[src/rtl/boot_loader_pkg.sv]
// Shared definitions for the boot loader: FSM state encoding and byte-stream
// framing constants used by the loader, its packer and the bench.
package boot_loader_pkg;

  typedef enum logic [2:0] {
    HDR_LO,
    HDR_HI,
    DATA,
    CHK,
    RUN,
    FAIL
  } state_t;

  localparam int unsigned WORD_BYTES = 4;
  localparam int unsigned CNT_W      = 16;
  localparam logic [7:0]  CHK_SEED   = 8'h00;

endpackage

[src/rtl/boot_loader_byte_packer.sv]
// Little-endian byte-to-word assembler: holds the first three bytes of a word
// and flags completion combinationally when the fourth byte arrives.
module boot_loader_byte_packer
  import boot_loader_pkg::*;
(
  input  logic        clk,
  input  logic        rst,
  input  logic        byte_valid,
  input  logic [7:0]  byte_data,
  output logic [31:0] word,
  output logic        word_done
);

  logic [1:0] byte_cnt_reg;

  always_ff @(posedge clk) begin
    if (!rst) begin
      byte_cnt_reg <= '0;
    end else if (byte_valid) begin
      byte_cnt_reg <= byte_cnt_reg + 2'd1;
    end
  end

  generate
    for (genvar gi = 0; gi < WORD_BYTES - 1; gi++) begin : g_lane
      logic [7:0] lane_reg;

      always_ff @(posedge clk) begin
        if (!rst) begin
          lane_reg <= '0;
        end else if (byte_valid && (byte_cnt_reg == 2'(gi))) begin
          lane_reg <= byte_data;
        end
      end

      assign word[8*gi +: 8] = lane_reg;
    end
  endgenerate

  // The top byte is taken straight from the bus so the word is ready on the
  // same edge that transfers its last byte.
  assign word[31:24] = byte_data;
  assign word_done   = byte_valid && (byte_cnt_reg == 2'(WORD_BYTES - 1));

endmodule

[src/rtl/boot_loader.sv]
// Serial boot loader: parses a counted, XOR-checksummed word image from a
// byte stream, writes it into instruction memory and then releases the core.
module boot_loader
  import boot_loader_pkg::*;
#(
  parameter int unsigned DEPTH     = 1024,
  parameter logic [31:0] BASE_ADDR = 32'h0000_0000
) (
  input  logic        clk,
  input  logic        rst,
  input  logic        rx_valid,
  input  logic [7:0]  rx_data,
  output logic        rx_ready,
  output logic        imem_we,
  output logic [31:0] imem_addr,
  output logic [31:0] imem_wdata,
  output logic        core_rst,
  output logic        done,
  output logic        err
);

  localparam logic [31:0] DEPTH_W = 32'(DEPTH);

  state_t           state_reg, state_next;
  logic [CNT_W-1:0] n_reg;
  logic [CNT_W-1:0] word_index_reg;
  logic [CNT_W-1:0] n_hdr;
  logic [7:0]       chk_reg;
  logic             imem_we_reg;
  logic [31:0]      imem_addr_reg;
  logic [31:0]      imem_wdata_reg;
  logic             xfer;
  logic             data_xfer;
  logic             word_done;
  logic             last_word;
  logic [31:0]      word;

  assign xfer      = rx_valid && rx_ready;
  assign data_xfer = xfer && (state_reg == DATA);
  assign n_hdr     = {rx_data, n_reg[7:0]};
  assign last_word = (word_index_reg == (n_reg - 16'd1));

  boot_loader_byte_packer u_packer (
    .clk        (clk),
    .rst        (rst),
    .byte_valid (data_xfer),
    .byte_data  (rx_data),
    .word       (word),
    .word_done  (word_done)
  );

  always_comb begin
    state_next = state_reg;
    rx_ready   = 1'b0;
    core_rst   = 1'b0;
    done       = 1'b0;
    err        = 1'b0;
    case (state_reg)
      HDR_LO: begin
        rx_ready = 1'b1;
        if (xfer) state_next = HDR_HI;
      end
      HDR_HI: begin
        rx_ready = 1'b1;
        if (xfer) begin
          if (n_hdr == '0)                    state_next = CHK;
          else if ({16'd0, n_hdr} > DEPTH_W) state_next = FAIL;
          else                                state_next = DATA;
        end
      end
      DATA: begin
        rx_ready = 1'b1;
        if (word_done && last_word) state_next = CHK;
      end
      CHK: begin
        rx_ready = 1'b1;
        if (xfer) state_next = (rx_data == chk_reg) ? RUN : FAIL;
      end
      RUN: begin
        core_rst = 1'b1;
        done     = 1'b1;
      end
      FAIL: begin
        err = 1'b1;
      end
      default: state_next = HDR_LO;
    endcase
  end

  always_ff @(posedge clk) begin
    if (!rst) begin
      state_reg      <= HDR_LO;
      n_reg          <= '0;
      word_index_reg <= '0;
      chk_reg        <= CHK_SEED;
      imem_we_reg    <= 1'b0;
      imem_addr_reg  <= BASE_ADDR;
      imem_wdata_reg <= '0;
    end else begin
      state_reg   <= state_next;
      imem_we_reg <= word_done;
      if (xfer && (state_reg == HDR_LO)) n_reg <= {8'd0, rx_data};
      if (xfer && (state_reg == HDR_HI)) n_reg <= n_hdr;
      if (data_xfer) chk_reg <= chk_reg ^ rx_data;
      // The strobe lands one cycle after the last byte, which is never later
      // than the checksum transfer, so the core cannot be released early.
      if (word_done) begin
        imem_wdata_reg <= word;
        imem_addr_reg  <= BASE_ADDR + (32'(word_index_reg) << 2);
        word_index_reg <= word_index_reg + 16'd1;
      end
    end
  end

  assign imem_we    = imem_we_reg;
  assign imem_addr  = imem_addr_reg;
  assign imem_wdata = imem_wdata_reg;

endmodule

[config.mk]
export PLATFORM = sky130hd
export DESIGN_NAME = boot_loader
export DESIGN_NICKNAME = d
export VERILOG_FILES = /design/src/rtl/boot_loader_pkg.sv /design/src/rtl/boot_loader_byte_packer.sv /design/src/rtl/boot_loader.sv
export SDC_FILE = /design/constraint.sdc
export NUM_CORES = 1
export LEC_CHECK = 0
export CORE_UTILIZATION = 55
export CTS_CLUSTER_SIZE = 20
export DETAILED_ROUTE_END_ITERATION = 7
export MAX_ROUTING_LAYER = met4
export PLACE_DENSITY_LB_ADDON = 0.12
export SKIP_CTS_REPAIR_TIMING = 1
export SYNTH_ARGS = -nofsm -noshare
export SYNTH_HDL_FRONTEND = slang
export SYNTH_HIERARCHICAL = 1
export SYNTH_SLANG_ARGS = --single-unit
[constraint.sdc]
create_clock -name clk -period 3.3 [get_ports clk]
set_input_delay 0.66 -clock clk [delete_from_list [all_inputs] [get_ports clk]]
set_output_delay 0.66 -clock clk [all_outputs]
set_load 0.005 [all_outputs]
==> impl_metrics.py, run 1 <==
metrics = {
    "placed_design": {
        "place_inst": 756,
        "dpl.hpwl_um": 7908,
        "gp_congestion": 0.9249,
        "io_buffers": 63,
    },
    "power_and_ir_drop": {
        "p_leak_nw": 2.590,
        "switchingPower_uw": 893.5,
        "clockPowerShare": 0.516,
        "switching_share": 0.2520,
        "seqPwrFrac": 0.412,
        "ir_worst_vdd_mv": 0.3201,
        "intPower_mw": 2.652,
        "comb_power_share": 0.072,
        "power_density_nw_per_um2": 521.9,
    },
    "status": {
        "status": "finished clean",
    },
    "final_layout": {
        "num-nets-final": 659,
        "multi_input_area_um2": 2958,
        "final_cells": 788,
        "diodes": 0,
        "area_growth_pct": 19.84,
        "largest_reg_flops": 32,
        "drive_above_1_share": 0.08702,
        "register_area_um2": 2362,
        "fill_cells": 779,
    },
    "clock_network": {
        "cts_tree": "yes",
        "clock-sinks": 118,
        "insertion_delay_ns": 0.52,
        "cts_buffers": 17,
        "clk_pin_slew_ns": 0.06,
        "root_buffer": "clkbuf_8",
        "h-tree-depth": 4,
        "clock_path_buffers": 2,
    },
    "setup_path": {
        "reg2reg_from": "n_reg[2]$_SDFFE_PN0P_",
        "critPathKind": "reg2reg",
        "arrival_ns": 3.09,
        "worstPathMaxFanout": 9,
        "r2r_end": "state_reg[0]$_SDFFE_PN0P_",
        "worstPathRequired_ns": 3.69,
        "r2r_slack_ns": 0.60,
        "start_kind": "flop",
        "reg2regPathDepth": 6,
        "cp-end-kind": "flop",
    },
    "timing": {
        "finalCriticalPeriod_ns": 2.697,
        "clock_skew_ns": 0.009416,
        "worstMarginPinSlew_ns": 1.023,
        "setup_tns_ns": 0,
        "setup_viol": 0,
        "final.period_utilization": 0.8173,
        "max_freq_mhz": 370.8,
        "slew_violations": 0,
        "hold_viol": 0,
        "relSlewSlack": 0.3180,
        "rsz0062_at_grt": "no",
    },
    "global_routing": {
        "grt_start_max_net_pins": 126,
        "grt_pass1_vias": 3987,
        "antenna_found_initial": 0,
        "grt.overflow.total": 0,
        "grtUsageTotal": 0.2315,
        "grt_pass1_wl_um": 19520,
    },
    "floorplan": {
        "rows": 36,
        "initial_core_util": 0.5747,
        "coreArea_um2": 9864,
        "die_h_um": 103.5,
        "dieArea_um2": 10720,
        "ios": 80,
        "die_w_um": 103.5,
    },
    "min_path": {
        "min_path_cells": 2,
        "min_from": "u_packer/g_lane[0].lane_reg[3]$_SDFFE_PN0P_",
        "min_to": "u_packer/g_lane[0].lane_reg[3]$_SDFFE_PN0P_",
        "hp-class": "reg2reg",
    },
    "drt": {
        "antenna_left": 0,
        "num_vias": 4132,
        "vias_per_cell": 5.244,
        "wl_per_cell_um": 14.81,
        "drc_errors": 0,
        "wirelength_um": 11670,
        "drt_iter0_markers": 172,
        "dr.pass1.iters": 4,
    },
    "yosys": {
        "synth_cell_types": 60,
        "ys_ff_latch": 118,
        "synth_flop_cell": "dfxtp_1",
        "synth-edff-count": 0,
        "ys_seq_area_frac": 0.4167,
        "yosys_warnings": 6,
        "synth_area_um2": 5669,
        "syn_inst": 598,
        "syn_avg_cell_area_um2": 9.480,
        "synthArstFlopShare": 0,
    },
    "run": {
        "cap_violations": 0,
    },
}
-- metal layers --
| metal | track usage | up-vias | part of all wire |
|---|---|---|---|
| li1 | - | 2052 | - |
| met3 | 0.04154 | 9 | 0.044 |
| met5 | - | - | 0 |
| met1 | 0.3089 | 1955 | 0.48 |
| met2 | 0.3519 | 116 | 0.46 |
| met4 | 0.08282 | 0 | 0.0075 |
-- cells by family after synthesis --
family | Yosys count | share of synthesized area
flops | 118 | 0.4167
xor+xnor | 50 | 0.07725
simple gates | 233 | 0.2245
compound gates | 48 | 0.06511
buf+inv | 68 | 0.07195
fa+ha+maj | 6 | 0.01324
mux | 74 | 0.1307
other cells | 1 | 0.0006615
-- cell type report --
cell class                 count  share of cell area
multi-input combinational    427              0.4354
sequential                   118              0.3477
timing repair buffer          72              0.1020
clock buffer                  17             0.06096
clock inverter                15             0.02615
tap                          133             0.02449
inverter                       6            0.003315
-- worst max-delay path by stage --
| stage | from | to | slack [ns] | cells past startpoint |
|---|---|---|---|---|
| 5_1_grt | rx_valid | word_index_reg[14]$_SDFFE_PN0P_ | 0.47 | 10 |
| 6_report | n_reg[2]$_SDFFE_PN0P_ | state_reg[0]$_SDFFE_PN0P_ | 0.60 | 6 |
| 4_1_cts | state_reg[0]$_SDFFE_PN0P_ | err | 0.62 | 3 |
| 3_5_place_dp | rx_valid | word_index_reg[14]$_SDFFE_PN0P_ | 0.17 | 10 |
| 2_1_floorplan | rx_valid | state_reg[0]$_SDFFE_PN0P_ | 0.39 | 11 |
| 3_3_place_gp | rx_valid | word_index_reg[12]$_SDFFE_PN0P_ | 0.30 | 10 |
-- power groups by stage --
stage / registers (mW) / clock network, mW / logic, mW
after global placement: 1.49 / 0 / 0.247
final: 1.46 / 1.83 / 0.256
after CTS: 1.46 / 1.85 / 0.255
after global routing: 1.46 / 1.93 / 0.280
after floorplan: 1.48 / 0 / 0.217
after detailed placement: 1.49 / 0 / 0.253
-- cell usage after synthesis, types with 4 or more instances --
cell type | n | area [µm²]
dfxtp_1 | 118 | 2362
mux2i_1 | 74 | 740.7
nand2_1 | 74 | 277.8
nor2b_1 | 55 | 344.1
xnor2_1 | 32 | 280.3
and2_1 | 28 | 175.2
buf_4 | 25 | 187.7
clkbuf_1 | 22 | 82.58
a21boi_0 | 19 | 142.6
nand3_1 | 19 | 95.09
xor2_1 | 18 | 157.7
nor2_1 | 11 | 41.29
ha_1 | 6 | 75.07
inv_1 | 6 | 22.52
and3_1 | 5 | 31.28
buf_1 | 5 | 18.77
buf_6 | 5 | 56.30
nor3_1 | 5 | 25.02
a21oi_1 | 4 | 20.02
nand2_2 | 4 | 25.02
nand2b_1 | 4 | 25.02
nand4_1 | 4 | 25.02
nor4_1 | 4 | 25.02
-- metrics by stage --
stage	instance area [µm²]	hold WS [ns]	power, mW	util	setup WS (ns)
3_5_place_dp	6202	0.4569	1.744	0.6287	0.1675
6_report	6794	0.4630	3.546	0.6887	0.6030
5_1_grt	6794	0.4886	3.672	0.6887	0.4710
2_1_floorplan	5725	0.4377	1.696	-	0.3918
3_3_place_gp	6202	0.4445	1.737	0.6287	0.3040
4_1_cts	6794	0.4659	3.569	0.6887	0.6177
-- cell usage in the layout (no fill, tap or decap), types with 4 or more instances in the layout --
cell type        netlist  final
a21boi_0              19     19
a21oi_1                4      4
and2_1                28     27
and3_1                 5      5
buf_4                 25      9
clkbuf_16              0     16
clkdlybuf4s50_1        0     62
conb_1                 1     16
dfxtp_1              118    118
ha_1                   6      6
inv_1                  6      6
inv_6                  0      7
mux2i_1               74     74
nand2_1               74     74
nand2_2                4      4
nand2b_1               4      4
nand3_1               19     19
nand4_1                4      4
nor2_1                11     11
nor2b_1               55     55
nor3_1                 5      5
nor4_1                 4      4
xnor2_1               32     32
xor2_1                18     18
-- worst max-delay path, cell delays in order, from the launching register on --
cell and delay (ns):
dfxtp_1 0.38, or4_1 0.77, or4_1 0.59, xnor2_1 0.15, o31a_1 0.32, a32oi_1 0.25
o31ai_2 0.10
No activity file was read; power rests on OpenSTA's default activity.
==> inputs of run 2 (changes only) <==
--- a/config.mk
+++ b/config.mk
@@ -5,7 +5,7 @@
 export SDC_FILE = /design/constraint.sdc
 export NUM_CORES = 1
 export LEC_CHECK = 0
-export CORE_UTILIZATION = 55
+export CORE_UTILIZATION = 49
 export CTS_CLUSTER_SIZE = 20
 export DETAILED_ROUTE_END_ITERATION = 7
 export MAX_ROUTING_LAYER = met4
==> constraint.sdc (replaced) <==
create_clock -name clk -period 2.42 [get_ports clk]
set_input_delay 0.484 -clock clk [delete_from_list [all_inputs] [get_ports clk]]
set_output_delay 0.484 -clock clk [all_outputs]
set_load 0.005 [all_outputs]
==> impl_metrics.py, run 2 (synthesis results as in run 1) <==
metrics = {
    "global_routing": {
        "grt_pass1_vias": 3957,
        "grt_start_max_net_pins": 126,
        "grt_pass1_wl_um": 19970,
        "grt.overflow.total": 0,
        "antenna_found_initial": 0,
        "grtUsageTotal": 0.2274,
    },
    "floorplan": {
        "rows": 38,
        "coreArea_um2": 11080,
        "die_w_um": 109.6,
        "ios": 80,
        "dieArea_um2": 12000,
        "initial_core_util": 0.5117,
        "die_h_um": 109.6,
    },
    "setup_path": {
        "worst_path_max_delay_cell": "a2111o_1",
        "arrival_ns": 2.70,
        "worstPathMaxFanout": 4,
        "cp_num_buf_inv": 1,
        "slowest_delay_ns": 0.41,
        "start_kind": "flop",
        "path_cells": "buf_6, or3_4, or3_1, a2111o_1, a2111oi_4, o2111ai_2, o31ai_2",
        "worstPathRequired_ns": 2.75,
        "startpoint": "n_reg[3]$_SDFFE_PN0P_",
        "cp-end-kind": "flop",
        "reg2regPathDepth": 7,
        "r2r_end": "state_reg[0]$_SDFFE_PN0P_",
        "critPathKind": "reg2reg",
        "reg2reg_from": "n_reg[3]$_SDFFE_PN0P_",
        "r2r_slack_ns": 0.05,
        "critPathTopFamily": "compound AO/OA/AOI/OAI gates",
    },
    "placed_design": {
        "place_inst": 794,
        "dpl.hpwl_um": 8203,
        "placed_cell_area_um2": 6459,
        "io_buffers": 63,
        "gp_congestion": 0.9060,
    },
    "final_layout": {
        "register_area_um2": 2366,
        "final_core_util": 0.6469,
        "area_growth_pct": 26.42,
        "diodes": 0,
        "final_area_um2": 7167,
        "layout_commonest_cell": "dfxtp_1",
        "drive_above_1_share": 0.1451,
        "layout_common_cells": "dfxtp_1 (115), mux2i_1 (74), nand2_1 (74), clkdlybuf4s50_1 (62), nor2b_1 (54)",
        "largest_reg_flops": 32,
        "final_cells": 829,
        "fill_cells": 944,
        "num-nets-final": 696,
        "multi_input_area_um2": 3004,
    },
    "clock_network": {
        "h-tree-depth": 4,
        "cts_tree": "yes",
        "insertion_delay_ns": 0.41,
        "clock-sinks": 118,
        "clk_pin_slew_ns": 0.05,
        "cts_buffers": 17,
        "clock_path_buffers": 2,
        "root_buffer": "clkbuf_16",
    },
    "drt": {
        "vias_per_cell": 5.066,
        "num_vias": 4200,
        "wl_per_cell_um": 14.52,
        "antenna_left": 0,
        "dr.pass1.iters": 4,
        "wirelength_um": 12040,
        "drt_iter0_markers": 202,
        "drc_errors": 0,
    },
    "timing": {
        "hold_viol": 0,
        "rsz0062_at_grt": "yes",
        "clock_skew_ns": 0.009228,
        "finalCriticalPeriod_ns": 2.371,
        "slew_violations": 0,
        "worstMarginPinSlew_ns": 0.5609,
        "max_freq_mhz": 421.7,
        "relSlewSlack": 0.6261,
        "final.period_utilization": 0.9800,
        "setup_viol": 0,
    },
    "run": {
        "cap_violations": 0,
    },
    "power_and_ir_drop": {
        "ir_worst_vdd_mv": 0.5250,
        "p_leak_nw": 2.795,
        "clockPowerShare": 0.514,
        "comb_power_share": 0.092,
        "power_density_nw_per_um2": 701.4,
        "intPower_mw": 3.928,
        "switching_share": 0.2186,
        "seqPwrFrac": 0.393,
        "switchingPower_mw": 1.099,
    },
    "min_path": {
        "min_path_cells": 2,
        "min_from": "u_packer/g_lane[1].lane_reg[7]$_SDFFE_PN0P_",
        "min_to": "u_packer/g_lane[1].lane_reg[7]$_SDFFE_PN0P_",
        "hp-class": "reg2reg",
    },
    "status": {
        "status": "finished clean",
    },
}
[run 2: changes by cell type in the layout (fill, tap and decap cells not counted), moves of 3 or more]
| cell | previous run | this run |
|---|---|---|
| inv_6 | 7 | 0 |
| inv_8 | 3 | 0 |
| buf_4 | 9 | 43 |
| dfxtp_1 | 118 | 115 |
| clkinv_2 | 1 | 4 |
| dfxtp_2 | 0 | 3 |
[run 2: cell type report]
| class | count | share of cell area |
|---|---|---|
| multi-input cells | 427 | 0.4192 |
| flip-flops and latches | 118 | 0.3301 |
| repair buffers | 109 | 0.1383 |
| clock buffers | 19 | 0.06320 |
| well taps | 140 | 0.02444 |
| clock inverters | 10 | 0.02165 |
| inverters | 6 | 0.003142 |
[run 2: worst max path at each step]
stage | endpoint | slack [ns] | cells after the start
4_1_cts | state_reg[0]$_SDFFE_PN0P_ | -0.05 | 8
6_report | state_reg[0]$_SDFFE_PN0P_ | 0.05 | 7
3_5_place_dp | state_reg[0]$_SDFFE_PN0P_ | -0.12 | 9
2_1_floorplan | state_reg[0]$_SDFFE_PN0P_ | 0.04 | 8
3_3_place_gp | state_reg[0]$_SDFFE_PN0P_ | -0.08 | 9
5_1_grt | state_reg[0]$_SDFFE_PN0P_ | -0.05 | 7
[run 2: through the flow]
stage / setup TNS (ns) / hold WS (ns) / power (mW) / setup slack (ns)
floorplan: 0 / 0.4377 / 2.313 / 0.03975
global placement: -0.1212 / 0.4451 / 2.436 / -0.08284
detailed placement: -0.1924 / 0.4546 / 2.440 / -0.1188
CTS: -0.04519 / 0.4623 / 5.035 / -0.04519
global route: -0.04902 / 0.4799 / 5.202 / -0.04902
finish: 0 / 0.4573 / 5.027 / 0.04851
[run 2: routing by layer]
metal	up-vias	global-route usage	wire length, µm
met4	0	0.09810	213
met3	17	0.04979	556
met1	1951	0.3116	6021
met5	-	-	0
met2	112	0.3212	5245
li1	2120	-	-
[run 2: power by group through the flow]
stage               logic [mW]  clock network [mW]  registers (mW)
floorplan                0.296                   0            2.02
global placement         0.421                   0            2.02
detailed placement       0.424                   0            2.02
CTS                      0.428                2.63            1.98
global route             0.502                2.72            1.98
finish                   0.463                2.59            1.98
[run 2: tightest hold or removal path, cell delays in order (launching register included)]
cell and delay (ns):
dfxtp_1 0.31, nand2_1 0.05, mux2i_1 0.05
